[src/rtl/tmr_count_clock_ctrl.sv]
`default_nettype none
// ============================================================================
// Module  : tmr_count_clock_ctrl
// Purpose : Count-clock controller for two 8-bit timer channels. Owns the
//           shared free-running prescaler, decodes each channel's clock
//           select, synchronises and edge-detects the TMCI pins, routes the
//           cascade sources and issues one registered single-cycle
//           count-enable pulse per channel.
// Ports   : clk, rst            - peripheral clock, sync active-high reset
//           cks0_i / cks1_i     - per-channel clock select
//           ext0_i / ext1_i     - per-channel external/cascade mode
//           tmci0_i / tmci1_i   - asynchronous external clock pins
//           ovf1_i, cmfa0_i     - cascade sources (ch1 ovf -> ch0, ch0 CMA -> ch1)
//           count_en0_o/1_o     - count-enable pulses
//           prescaler_o         - current prescaler value
//           cascade_err_o       - both channels select cascade
// Revision: 1.0 - initial release
// ============================================================================
module tmr_count_clock_ctrl #(
  parameter int PRESCALE_W  = 13,
  parameter int SYNC_STAGES = 2
) (
  input  logic                  clk,
  input  logic                  rst,
  input  logic [2:0]            cks0_i,
  input  logic [2:0]            cks1_i,
  input  logic [1:0]            ext0_i,
  input  logic [1:0]            ext1_i,
  input  logic                  tmci0_i,
  input  logic                  tmci1_i,
  input  logic                  ovf1_i,
  input  logic                  cmfa0_i,
  output logic                  count_en0_o,
  output logic                  count_en1_o,
  output logic [PRESCALE_W-1:0] prescaler_o,
  output logic                  cascade_err_o
);

  localparam logic [2:0] CKS_STOP    = 3'b000;
  localparam logic [2:0] CKS_DIV2    = 3'b001;
  localparam logic [2:0] CKS_DIV8    = 3'b010;
  localparam logic [2:0] CKS_DIV32   = 3'b011;
  localparam logic [2:0] CKS_DIV64   = 3'b100;
  localparam logic [2:0] CKS_DIV1024 = 3'b101;
  localparam logic [2:0] CKS_DIV8192 = 3'b110;
  localparam logic [2:0] CKS_EXT     = 3'b111;

  localparam logic [1:0] EXT_RISE = 2'b00;
  localparam logic [1:0] EXT_FALL = 2'b01;
  localparam logic [1:0] EXT_BOTH = 2'b10;
  localparam logic [1:0] EXT_CASC = 2'b11;

  // One extra stage beyond the synchroniser: the history FF must hold a
  // post-reset sample before an edge can be trusted.
  localparam int WARM_W = SYNC_STAGES + 1;

  localparam logic [PRESCALE_W-1:0] PS_ONE = {{(PRESCALE_W-1){1'b0}}, 1'b1};

  logic [PRESCALE_W-1:0]        prescaler_q;
  logic [1:0][2:0]              cks_q;
  logic [1:0][1:0]              ext_q;
  logic [1:0][SYNC_STAGES-1:0]  sync_q;
  logic [1:0]                   hist_q;
  logic [WARM_W-1:0]            warm_q;
  logic [1:0]                   count_en_q, count_en_d;
  logic                         cascade_err_q, cascade_err_d;

  logic [1:0][2:0] w_cks;
  logic [1:0][1:0] w_ext;
  logic [1:0]      w_pin;
  logic [1:0]      w_casc_src;
  logic [1:0]      w_casc_sel;
  logic [1:0]      w_sync;
  logic [5:0]      w_tick;
  logic            w_edge_ok;
  logic [1:0]      src_ev;
  logic [1:0]      sel_chg;

  assign w_cks      = {cks1_i, cks0_i};
  assign w_ext      = {ext1_i, ext0_i};
  assign w_pin      = {tmci1_i, tmci0_i};
  assign w_casc_src = {cmfa0_i, ovf1_i};
  assign w_casc_sel[0] = (cks0_i == CKS_EXT) && (ext0_i == EXT_CASC);
  assign w_casc_sel[1] = (cks1_i == CKS_EXT) && (ext1_i == EXT_CASC);
  assign w_sync[0]  = sync_q[0][SYNC_STAGES-1];
  assign w_sync[1]  = sync_q[1][SYNC_STAGES-1];
  assign w_edge_ok  = warm_q[WARM_W-1];

  // Divide-by-2^k tick: low k prescaler bits all ones.
  assign w_tick = {&prescaler_q[12:0], &prescaler_q[9:0], &prescaler_q[5:0],
                   &prescaler_q[4:0],  &prescaler_q[2:0], prescaler_q[0]};

  always_ff @(posedge clk) begin
    if (rst) begin
      prescaler_q   <= '0;
      cks_q         <= '0;
      ext_q         <= '0;
      sync_q        <= '0;
      hist_q        <= '0;
      warm_q        <= '0;
      count_en_q    <= '0;
      cascade_err_q <= 1'b0;
    end else begin
      prescaler_q   <= prescaler_q + PS_ONE;
      warm_q        <= {warm_q[WARM_W-2:0], 1'b1};
      // Selection registers simply track the inputs; a mismatch marks the
      // single cycle in which the channel's event is suppressed.
      cks_q         <= w_cks;
      ext_q         <= w_ext;
      for (int ch = 0; ch < 2; ch++) begin
        sync_q[ch] <= {sync_q[ch][SYNC_STAGES-2:0], w_pin[ch]};
        // History always follows the synchronised level, including the
        // select-change cycle, so a pin already high never looks like an edge.
        hist_q[ch] <= w_sync[ch];
      end
      count_en_q    <= count_en_d;
      cascade_err_q <= cascade_err_d;
    end
  end

  always_comb begin
    cascade_err_d = w_casc_sel[0] & w_casc_sel[1];
    src_ev        = '0;
    sel_chg       = '0;
    count_en_d    = '0;
    for (int ch = 0; ch < 2; ch++) begin
      sel_chg[ch] = {w_cks[ch], w_ext[ch]} != {cks_q[ch], ext_q[ch]};
      unique case (cks_q[ch])
        CKS_STOP:    src_ev[ch] = 1'b0;
        CKS_DIV2:    src_ev[ch] = w_tick[0];
        CKS_DIV8:    src_ev[ch] = w_tick[1];
        CKS_DIV32:   src_ev[ch] = w_tick[2];
        CKS_DIV64:   src_ev[ch] = w_tick[3];
        CKS_DIV1024: src_ev[ch] = w_tick[4];
        CKS_DIV8192: src_ev[ch] = w_tick[5];
        CKS_EXT: begin
          unique case (ext_q[ch])
            EXT_RISE: src_ev[ch] = w_edge_ok &  w_sync[ch] & ~hist_q[ch];
            EXT_FALL: src_ev[ch] = w_edge_ok & ~w_sync[ch] &  hist_q[ch];
            EXT_BOTH: src_ev[ch] = w_edge_ok & (w_sync[ch] ^ hist_q[ch]);
            EXT_CASC: src_ev[ch] = w_casc_src[ch];
          endcase
        end
      endcase
      // The cascade loop check uses the live selection so both channels go
      // quiet in the same cycle the illegal configuration appears.
      count_en_d[ch] = src_ev[ch] & ~sel_chg[ch] & ~cascade_err_d;
    end
  end

  assign count_en0_o   = count_en_q[0];
  assign count_en1_o   = count_en_q[1];
  assign prescaler_o   = prescaler_q;
  assign cascade_err_o = cascade_err_q;

endmodule
`default_nettype wire
[config.mk]
export PLATFORM = sky130hd
export DESIGN_NAME = tmr_count_clock_ctrl
export DESIGN_NICKNAME = d
export VERILOG_FILES = /design/src/rtl/tmr_count_clock_ctrl.sv
export SDC_FILE = /design/constraint.sdc
export NUM_CORES = 1
export LEC_CHECK = 0
export BUFFER_PORTS_ARGS = -buffer_cell sky130_fd_sc_hd__buf_2
export CAP_MARGIN = 20
export CORE_MARGIN = 2
export CORE_UTILIZATION = 40
export DETAILED_ROUTE_END_ITERATION = 12
export PLACE_DENSITY_LB_ADDON = 0.25
export SLEW_MARGIN = 20
export SYNTH_ARGS = -nofsm -noshare
export SYNTH_HDL_FRONTEND = slang
export SYNTH_SLANG_ARGS = --single-unit
[constraint.sdc]
create_clock -name clk -period 2.5 [get_ports clk]
set_clock_uncertainty 0.05 [all_clocks]
set_input_delay 0.5 -clock clk [delete_from_list [all_inputs] [get_ports clk]]
set_output_delay 0.5 -clock clk [all_outputs]
set_load 0.01 [all_outputs]
==> metrics.md, run 1 <==
| Metric | Value |
|---|---|
| Initial antenna violation count | `0` |
| Routed len/inst | `12.7 um` |
| TritonCTS clock tree | `built` |
| Drt pass-1 iters | `4` |
| CP Class | `flip-flop to flip-flop` |
| Unique masters post-synth | `29` |
| Die Area | `4100 um^2` |
| Htree depth | `2` |
| Input/output buffers | `31` |
| Total Routing Usage GR | `15.5%` |
| Hpwl dp | `2.22 mm` |
| Synthesis-to-layout area growth | `18.8%` |
| Avg Cell Area, Syn | `9.60 um^2` |
| HP Class | `input port to flip-flop` |
| Clock sinks | `35` |
| DRT antenna net count | `0` |
| Post-synth EDFFs | `0` |
| Met2 global-route usage | `26.2%` |
| Fmax | `496 MHz` |
| #FFs+latches synth | `35` |
| Final WL | `2.95 mm` |
| First-pass GRT wire length | `4.87 mm` |
| Io pins | `32` |
| Max_cap viols | `0` |
| Max Slew Vio Count | `0` |
| Post-synth ARST share | `0%` |
| WP data arrival | `2240 ps` |
| FP Rows | `21` |
| Core area | `3390 um^2` |
| Routability cong. | `0.814` |
| Endpoint type of the worst setup path | `flip-flop` |
| Die height | `64 um` |
| Die width | `64 um` |
| Final setup vio count | `0` |
| Vias in the first global route | `1068` |
| P per Cell Area | `594 nW/um^2` |
| RSZ-0062 raised after global routing | `false` |
| Placed insts | `224` |
| Clock root buffer | `clkbuf_4` |
| DRC Markers | `0` |
| Largest cells by area after synthesis | `dfxtp_1 49%, nor2b_1 9.1%, xnor2_1 6.1%` |
| Antenna cells | `0` |
| Initial Util | `42.5%` |
| LEAKAGE | `0.000698 uW` |
| Worst EP required | `2730 ps` |
| Nets | `204` |
| Met3 Track Usage GR | `5.11%` |
| Share of cells above drive strength 1 | `21.0%` |
| Largest net degree at the start of global routing | `33` |
| Worst relative slew slack | `62.3%` |
| CP max FO | `7` |
| CTS buffer count | `5` |
| Element type at the critical path start | `flip-flop` |
| Reg-to-reg setup timing slack | `480 ps` |
| Initial DRC count | `57` |
| Final Hold Viols | `0` |
| Synth warn | `0` |
| CTS resizes | `0` |
| Outcome | `complete, no violations` |
| Synth Instances | `150` |
| Synth Net Count | `169` |
| Synth Flop Type | `dfxtp_1` |
| Finished Layout Cells | `232` |
| Max clock buf depth | `2` |
| GRT overflow | `0` |
| Synth area leader | `dfxtp_1` |
| Hold Buf Count CTS | `0` |
| Via count | `1167` |
| Post-Syn Area | `1440 um^2` |
| Setup bufs post-CTS | `0` |
| Worst-Margin Slew | `566 ps` |
| Tmin final | `2020 ps` |
| Sequential fraction of the synthesis area | `48.7%` |
| Final setup TNS | `0 ps` |
| Clk slew on worst S/H paths | `100 ps` |
| Gr busiest metal | `met2` |
| Area share of the largest cell type after synthesis | `48.7%` |
| Vias per cell | `5.03` |
| Insertion delay to the later sink of the worst-skew pair | `340 ps` |
| Peak VDD IR | `0.000377 V` |
| Period utilisation layout | `80.7%` |
| GR Util met1 | `18.1%` |
through the flow:
stage               area, um^2  hold WS (ps)  total power (uW)  utilization (%)  setup WS [ps]
floorplan                 1440           364               650                -            597
global placement          1640           369               681             48.4            582
detailed placement        1640           383               684             48.4            499
CTS                       1710           309              1030             50.5            481
global route              1710           329              1070             50.5            252
finish                    1710           316              1020             50.5            482
final cells by class:
cell class	count	area, um^2
Clock buffer	8	68.8
Tap cell	46	57.6
Timing Repair Buffer	31	155
Sequential cell	35	701
Multi-Input combinational cell	109	717
Inverter	3	11.3
Fill cell	355	1680
state kept, by name, indices dropped and copies added, names as in the netlist:
name           cells
sync_q             4
cascade_err_o      1
ext_q              4
hist_q             2
cks_q              6
warm_q             3
count_en_q         2
prescaler_o       13
placed cells by master, fill, tap and decap left out, types with 2 or more instances in the layout:
| master | synthesis | layout |
|---|---|---|
| nand2_1 | 7 | 7 |
| nand4_1 | 6 | 6 |
| o211ai_1 | 2 | 2 |
| or4_1 | 2 | 2 |
| nand3_1 | 10 | 10 |
| xnor2_1 | 10 | 10 |
| nor2b_1 | 21 | 21 |
| dfxtp_1 | 35 | 35 |
| nor3_1 | 5 | 5 |
| and4b_1 | 2 | 2 |
| buf_2 | 0 | 31 |
| clkbuf_8 | 0 | 2 |
| nor2_1 | 9 | 9 |
| ha_1 | 3 | 3 |
| xor2_1 | 9 | 9 |
| o21ai_0 | 4 | 4 |
| o31ai_1 | 4 | 4 |
| a21oi_1 | 5 | 5 |
| inv_1 | 2 | 2 |
| clkbuf_4 | 0 | 5 |
cell usage after synthesis, types with 2 or more instances:
master,n
clkbuf_1,3
o21ai_0,4
nand2_1,7
xnor2_1,10
and4b_1,2
xor2_1,9
nor2_1,9
o211ai_1,2
nand3_1,10
nor2b_1,21
o31ai_1,4
dfxtp_1,35
or4_1,2
inv_1,2
ha_1,3
nor3_1,5
a21oi_1,5
nand4_1,6
power breakdown:
| group | switching (uW) | leakage (uW) | internal (uW) | total (uW) |
|---|---|---|---|---|
| clock | 181 | 0.0000386 | 165 | 346 |
| sequential | 19.5 | 0.000287 | 577 | 596 |
| combinational | 36.0 | 0.000373 | 38.4 | 74.4 |
critical path, stage by stage, from the launching register on:
cell      delay, ps
dfxtp_1         440
ha_1            220
nand3_1         160
clkinv_1        100
ha_1            160
mux2_1          130
a221oi_1         70
or4_1           500
a31oi_1         140
routing by layer:
metal / part of all wire, % / vias to the layer above
met3: 5.5 / 7
met2: 49 / 30
met4: 1.5 / 0
met1: 44 / 535
met5: 0 / -
li1: - / 595
logic make-up (layout without fill, tap and decap cells):
| logic type | after synthesis | after routing | share of synthesized area, % |
|---|---|---|---|
| simple gates | 66 | 66 | 25.6 |
| mux | 2 | 2 | 1.48 |
| fa+ha+maj | 3 | 3 | 2.61 |
| buf+inv | 6 | 42 | 1.56 |
| compound gates | 19 | 19 | 8.51 |
| flops | 35 | 35 | 48.7 |
| xor+xnor | 19 | 19 | 11.6 |
final timing paths:
| path | startpoint | endpoint | cells past startpoint |
|---|---|---|---|
| setup reg to reg | prescaler_o[0]$_SDFF_PP0_ | count_en_q[0]$_SDFF_PP0_ | 8 |
| setup / recovery | prescaler_o[0]$_SDFF_PP0_ | count_en_q[0]$_SDFF_PP0_ | 8 |
| hold reg to reg | sync_q[0]$_SDFF_PP0_ | sync_q[1]$_SDFF_PP0_ | 1 |
| hold / removal | tmci1_i | sync_q[2]$_SDFF_PP0_ | 2 |
Note: power is estimated with default switching activity, not from simulation.
==> run 2, diff against run 1 <==
==> constraint.sdc (replaced) <==
create_clock -name clk -period 1.8 [get_ports clk]
set_clock_uncertainty 0.05 [all_clocks]
set_input_delay 0.36 -clock clk [delete_from_list [all_inputs] [get_ports clk]]
set_output_delay 0.36 -clock clk [all_outputs]
set_load 0.01 [all_outputs]
==> run 2 against run 1 <==
Utilization increased by 2.0 points. Critical path depth unchanged. Combinational power increased by 55%. Routed wire length decreased by 1.5%. Die area unchanged. Sequential power increased by 39%. Sequential share of layout area decreased by 1.3 points. Power increased by 34%. Register-to-register slack got worse by 370 ps. Global-route usage increased by 0.53 points. Maximum frequency increased by 19%. Cell count increased by 2.6%. Largest cell class unchanged.
==> metrics.md, run 2 (synthesis gave the netlist of run 1 again) <==
| Metric | Value |
|---|---|
| Routability cong. | `0.791` |
| Share of cells above drive strength 1 | `27.1%` |
| P_int | `1010 uW` |
| FF-to-FF End | `count_en_q[0]$_SDFF_PP0_` |
| Worst flop-to-flop path startpoint | `prescaler_o[0]$_SDFF_PP0_` |
| Hold WS | `137 ps` |
| Outcome | `complete, no violations` |
| Synthesis-to-layout area growth | `23.5%` |
| Most used cell along the critical path | `ha_4` |
| Hold_sp | `rst` |
| Input/output buffers | `31` |
| Antenna cells | `0` |
| Htree depth | `2` |
| Clk network pwr share | `31.0%` |
| Initial antenna violation count | `0` |
| Peak VDD IR | `0.000349 V` |
| Via count | `1186` |
| RSZ-0062 raised after global routing | `false` |
| Max_cap viols | `0` |
| Core area | `3390 um^2` |
| Crit-path slowest cell | `or4_1` |
| Die width | `64 um` |
| LEAKAGE | `0.000723 uW` |
| Max clock buf depth | `2` |
| Post-layout util | `52.5%` |
| FP Rows | `21` |
| Total Routing Usage GR | `16.0%` |
| WP data arrival | `1920 ps` |
| Clock root buffer | `clkbuf_4` |
| Element type at the critical path start | `flip-flop` |
| Drt pass-1 iters | `3` |
| Hold endpoint | `warm_q[0]$_DFF_P_` |
| Hpwl dp | `2.17 mm` |
| Initial Util | `42.5%` |
| Sequential Power Share | `60.6%` |
| CP Class | `flip-flop to flip-flop` |
| Initial DRC count | `53` |
| Tmin final | `1690 ps` |
| Final setup TNS | `0 ps` |
| Insertion delay to the later sink of the worst-skew pair | `340 ps` |
| Die height | `64 um` |
| Finished Layout Cells | `238` |
| DRT antenna net count | `0` |
| Worst-Margin Slew | `303 ps` |
| Die Area | `4100 um^2` |
| Io pins | `32` |
| Buf/Inv on CP | `1` |
| Worst relative slew slack | `79.6%` |
| Reg-to-reg setup timing slack | `110 ps` |
| Final Hold Viols | `0` |
| Worst EP required | `2030 ps` |
| P per Cell Area | `767 nW/um^2` |
| Endpoint type of the worst setup path | `flip-flop` |
| Placed insts | `230` |
| DP Area | `1700 um^2` |
| Period utilisation layout | `94.0%` |
| CP max FO | `2` |
| Clk slew on worst S/H paths | `110 ps` |
| GRT overflow | `0` |
| Cells along the critical path | `ha_4, nand3_2, inv_2, ha_4, mux2_1, a221oi_1, or4_1, a31oi_1` |
| Vias in the first global route | `1171` |
| Setup bufs post-CTS | `0` |
| CTS buffer count | `5` |
| Commonest non-fill, non-tap cell in the layout | `dfxtp_1` |
| Top delay family on crit path | `simple AND/OR/NAND/NOR gates` |
| NetSw | `352 uW` |
| CP startpoint | `prescaler_o[0]$_SDFF_PP0_` |
| Largest net degree at the start of global routing | `32` |
| Path depth of the worst reg2reg path | `8` |
| Nets | `210` |
| Commonest non-fill, non-tap cells in the layout | `33 x dfxtp_1, 31 x buf_2, 21 x nor2b_1, 10 x xnor2_1` |
| Clock sinks | `35` |
| Worst hold path depth | `2` |
| Slowest stage delay, CP | `470 ps` |
| Comb power frac | `8.4%` |
| Max Slew Vio Count | `0` |
| Vias per cell | `4.98` |
| Final setup vio count | `0` |
| Hold Buf Count CTS | `0` |
| Fmax | `591 MHz` |
| Max reg flops | `13` |
| DRC Markers | `0` |
| Design Area, Final | `1780 um^2` |
| First-pass GRT wire length | `5.09 mm` |
| Final WL | `2.91 mm` |
| # fillers | `337` |
| TritonCTS clock tree | `built` |
| Routed len/inst | `12.2 um` |
| Switching Fraction | `25.8%` |
| HP Class | `input port to flip-flop` |
run 2: cell count changes in the layout (fill, tap and decap cells not counted), sizes merged:
cell	change
clkinvlp	+1
clkbuf	-3
buf	+6
inv	+2
run 2: power groups by stage:
stage               sequential [uW]  clock, uW  combinational (uW)
floorplan                       842          0                61.0
global placement                841          0                 112
detailed placement              843          0                 115
CTS                             825        441                 116
global route                    832        477                 130
finish                          827        423                 115
run 2: layout make-up:
class                           instances  area (um^2)  area share [%]
Tap cell                               46         57.6            3.24
Inverter                                3         11.3           0.633
Sequential cell                        35          706            39.7
Clock inverter                          3         18.8            1.06
Timing Repair Buffer                   37          200            11.3
Clock buffer                            5         37.5            2.11
Multi-Input combinational cell        109          747            42.0
run 2: layer usage:
layer	GRT usage [%]	share of wire [%]
met5	0	0
met4	7.34	2.2
met3	5.63	4.6
met2	25.8	48
met1	19.0	45
run 2: worst reg2reg max path: cells and delay by family, from the launching register on:
kind | cells | cell delay [ps]
compound gates | 2 | 210
fa+ha+maj | 2 | 260
buf+inv | 1 | 90
flops | 1 | 370
mux | 1 | 120
simple gates | 2 | 550
run 2: how the worst max path moves through the flow:
stage,end,slack [ps],cells after the start
2_1_floorplan,count_en_q[0]$_SDFF_PP0_,20,8
3_3_place_gp,count_en_q[0]$_SDFF_PP0_,30,8
3_5_place_dp,count_en_q[0]$_SDFF_PP0_,20,8
4_1_cts,count_en_q[0]$_SDFF_PP0_,20,8
5_1_grt,count_en_q[0]$_SDFF_PP0_,10,8
6_report,count_en_q[0]$_SDFF_PP0_,110,8
run 2: stage by stage:
step	worst slack, ps	total power, uW
3_5_place_dp	24.5	957
5_1_grt	14.3	1440
4_1_cts	15.7	1380
2_1_floorplan	18.6	903
3_3_place_gp	32.4	953
6_report	108	1360
run 2: timing repair:
action	CTS	global route
resized for setup	0	4
hold endpoints to repair	0	0
setup endpoints to repair	0	1
==> run 3, diff against run 2 <==
==> constraint.sdc (replaced) <==
create_clock -name clk -period 1.8 [get_ports clk]
set_clock_uncertainty 0.05 [all_clocks]
set_input_delay 0.36 -clock clk [delete_from_list [all_inputs] [get_ports clk]]
set_output_delay 0.36 -clock clk [all_outputs]
set_load 0.005 [all_outputs]
==> run 3 against run 2 <==
Largest power group unchanged. Worst setup slack improved by 32 ps. Critical path depth did not move. Critical endpoint unchanged. Register-to-register slack improved by 30 ps. Sequential share of layout area fell by 0.98 points. Clock power rose by 67%.
==> metrics.md, run 3 (synthesis gave the netlist of run 1 again) <==
| Metric | Value |
|---|---|
| Outcome | `complete, no violations` |
| P per Cell Area | `908 nW/um^2` |
| WP data arrival | `1890 ps` |
| CTS buffer count | `5` |
| Initial Util | `42.5%` |
| Initial DRC count | `49` |
| FF-to-FF End | `count_en_q[0]$_SDFF_PP0_` |
| Share of cells above drive strength 1 | `27.7%` |
| Drt pass-1 iters | `4` |
| Total Routing Usage GR | `16.3%` |
| Hold Buf Count CTS | `0` |
| DP Area | `1690 um^2` |
| Final WL | `2.98 mm` |
| TritonCTS clock tree | `built` |
| Hold_sp | `rst` |
| Hold endpoint | `warm_q[0]$_DFF_P_` |
| Antenna cells | `0` |
| HP Class | `input port to flip-flop` |
| Buf/Inv on CP | `1` |
| Highest routing layer actually used | `met4` |
| Routed length on met2 | `1.49 mm` |
| RSZ-0062 raised after global routing | `false` |
| Commonest non-fill, non-tap cells in the layout | `33 x dfxtp_1, 31 x buf_2, 21 x nor2b_1, 10 x xnor2_1` |
| Max_cap viols | `0` |
| Vias per cell | `5.04` |
| Crit-path slowest cell | `or4_1` |
| Hpwl dp | `2.22 mm` |
| Peak VDD IR | `0.000502 V` |
| Tmin final | `1660 ps` |
| Clock sinks | `35` |
| Die height | `64 um` |
| NetSw | `355 uW` |
| Clock root buffer | `clkbuf_4` |
| Met3 WL | `163 um` |
| Reg-to-reg setup timing slack | `140 ps` |
| Htree depth | `2` |
| Largest net degree at the start of global routing | `32` |
| Top delay family on crit path | `simple AND/OR/NAND/NOR gates` |
| Switching Fraction | `21.5%` |
| Endpoint type of the worst setup path | `flip-flop` |
| Worst EP required | `2030 ps` |
| Routed len/inst | `12.6 um` |
| Element type at the critical path start | `flip-flop` |
| Via count | `1195` |
| Slowest stage delay, CP | `400 ps` |
| FP Rows | `21` |
| Io pins | `32` |
| GRT overflow | `0` |
| Worst hold path depth | `2` |
| Input/output buffers | `31` |
| CP Class | `flip-flop to flip-flop` |
| Initial antenna violation count | `0` |
| Placed insts | `229` |
| CP max FO | `2` |
| DRT antenna net count | `0` |
| # fillers | `333` |
| Hold WS | `165 ps` |
| DRC Markers | `0` |
| Clk network pwr share | `42.8%` |
| Design Area, Final | `1820 um^2` |
| DRT met1 WL | `1.27 mm` |
| Sequential Power Share | `50.2%` |
| Max Slew Vio Count | `0` |
| Worst flop-to-flop path startpoint | `prescaler_o[0]$_SDFF_PP0_` |
| LEAKAGE | `0.000741 uW` |
| Max reg flops | `13` |
| Die Area | `4100 um^2` |
| Path depth of the worst reg2reg path | `8` |
| Power Total | `1650 uW` |
| Final Hold Viols | `0` |
| Fmax | `602 MHz` |
| P_int | `1300 uW` |
| Pre-CTS setup slack | `-5.39 ps` |
| Fin worst setup slack | `140 ps` |
| Vias in the first global route | `1224` |
| Die width | `64 um` |
| Core area | `3390 um^2` |
| Comb power frac | `7.0%` |
| Nets | `209` |
| Cells along the critical path | `ha_4, nand3_2, inv_2, ha_2, mux2_4, a221oi_2, or4_1, a31oi_1` |
| Worst relative slew slack | `78.9%` |
| Routability cong. | `0.812` |
| Final setup vio count | `0` |
| Clk slew on worst S/H paths | `110 ps` |
| Insertion delay to the later sink of the worst-skew pair | `340 ps` |
| Worst-Margin Slew | `316 ps` |
| Commonest non-fill, non-tap cell in the layout | `dfxtp_1` |
| Period utilisation layout | `92.2%` |
| Max clock buf depth | `2` |
| Finished Layout Cells | `237` |
| Synthesis-to-layout area growth | `26.2%` |
| First-pass GRT wire length | `5.13 mm` |
-- run 3: worst register-to-register path, stage by stage (launching register included) --
cell and delay, ps:
dfxtp_2 370, ha_4 140, nand3_2 80, inv_2 70
ha_2 170, mux2_4 140, a221oi_2 50, or4_1 400
a31oi_1 140
-- run 3: layout make-up --
class                      instances  area, um^2  area share (%)
timing repair buffer              36         193            10.6
multi-input combinational        109         747            41.1
sequential                        35         703            38.7
clock buffer                       5        37.5            2.07
inverter                           3        11.3           0.620
tap                               46        57.6            3.17
clock inverter                     3        67.6            3.72
-- run 3: worst max path at each step --
stage,start,cells past startpoint,endpoint
2_1_floorplan,prescaler_o[0]$_SDFF_PP0_,8,count_en_q[0]$_SDFF_PP0_
3_3_place_gp,prescaler_o[0]$_SDFF_PP0_,8,count_en_q[0]$_SDFF_PP0_
3_5_place_dp,prescaler_o[0]$_SDFF_PP0_,8,count_en_q[0]$_SDFF_PP0_
4_1_cts,prescaler_o[1]$_SDFF_PP0_,8,count_en_q[0]$_SDFF_PP0_
5_1_grt,prescaler_o[0]$_SDFF_PP0_,8,count_en_q[0]$_SDFF_PP0_
6_report,prescaler_o[0]$_SDFF_PP0_,8,count_en_q[0]$_SDFF_PP0_
-- run 3: timing repair --
action	CTS	global route
setup endpoints to repair	1	1
setup buffers	0	0
resized for setup	2	5
pin swaps	1	1
-- run 3: power groups by stage --
| stage | combinational [uW] | clock, uW | sequential, uW |
|---|---|---|---|
| floorplan | 60.8 | 0 | 840 |
| global placement | 109 | 0 | 841 |
| detailed placement | 113 | 0 | 842 |
| CTS | 115 | 729 | 826 |
| global route | 129 | 754 | 832 |
| finish | 115 | 706 | 829 |
-- run 3: per-stage QoR --
step | TNS [ps] | utilization (%)
3_5_place_dp | -5.39 | 49.7
5_1_grt | 0 | 53.6
3_3_place_gp | 0 | 49.7
2_1_floorplan | 0 | -
4_1_cts | 0 | 53.1
6_report | 0 | 53.6
-- run 3: layer usage --
metal / vias up / track usage [%]
met5: - / 0
met4: 0 / 8.70
met3: 4 / 6.16
met2: 36 / 28.0
met1: 549 / 17.1
li1: 606 / -
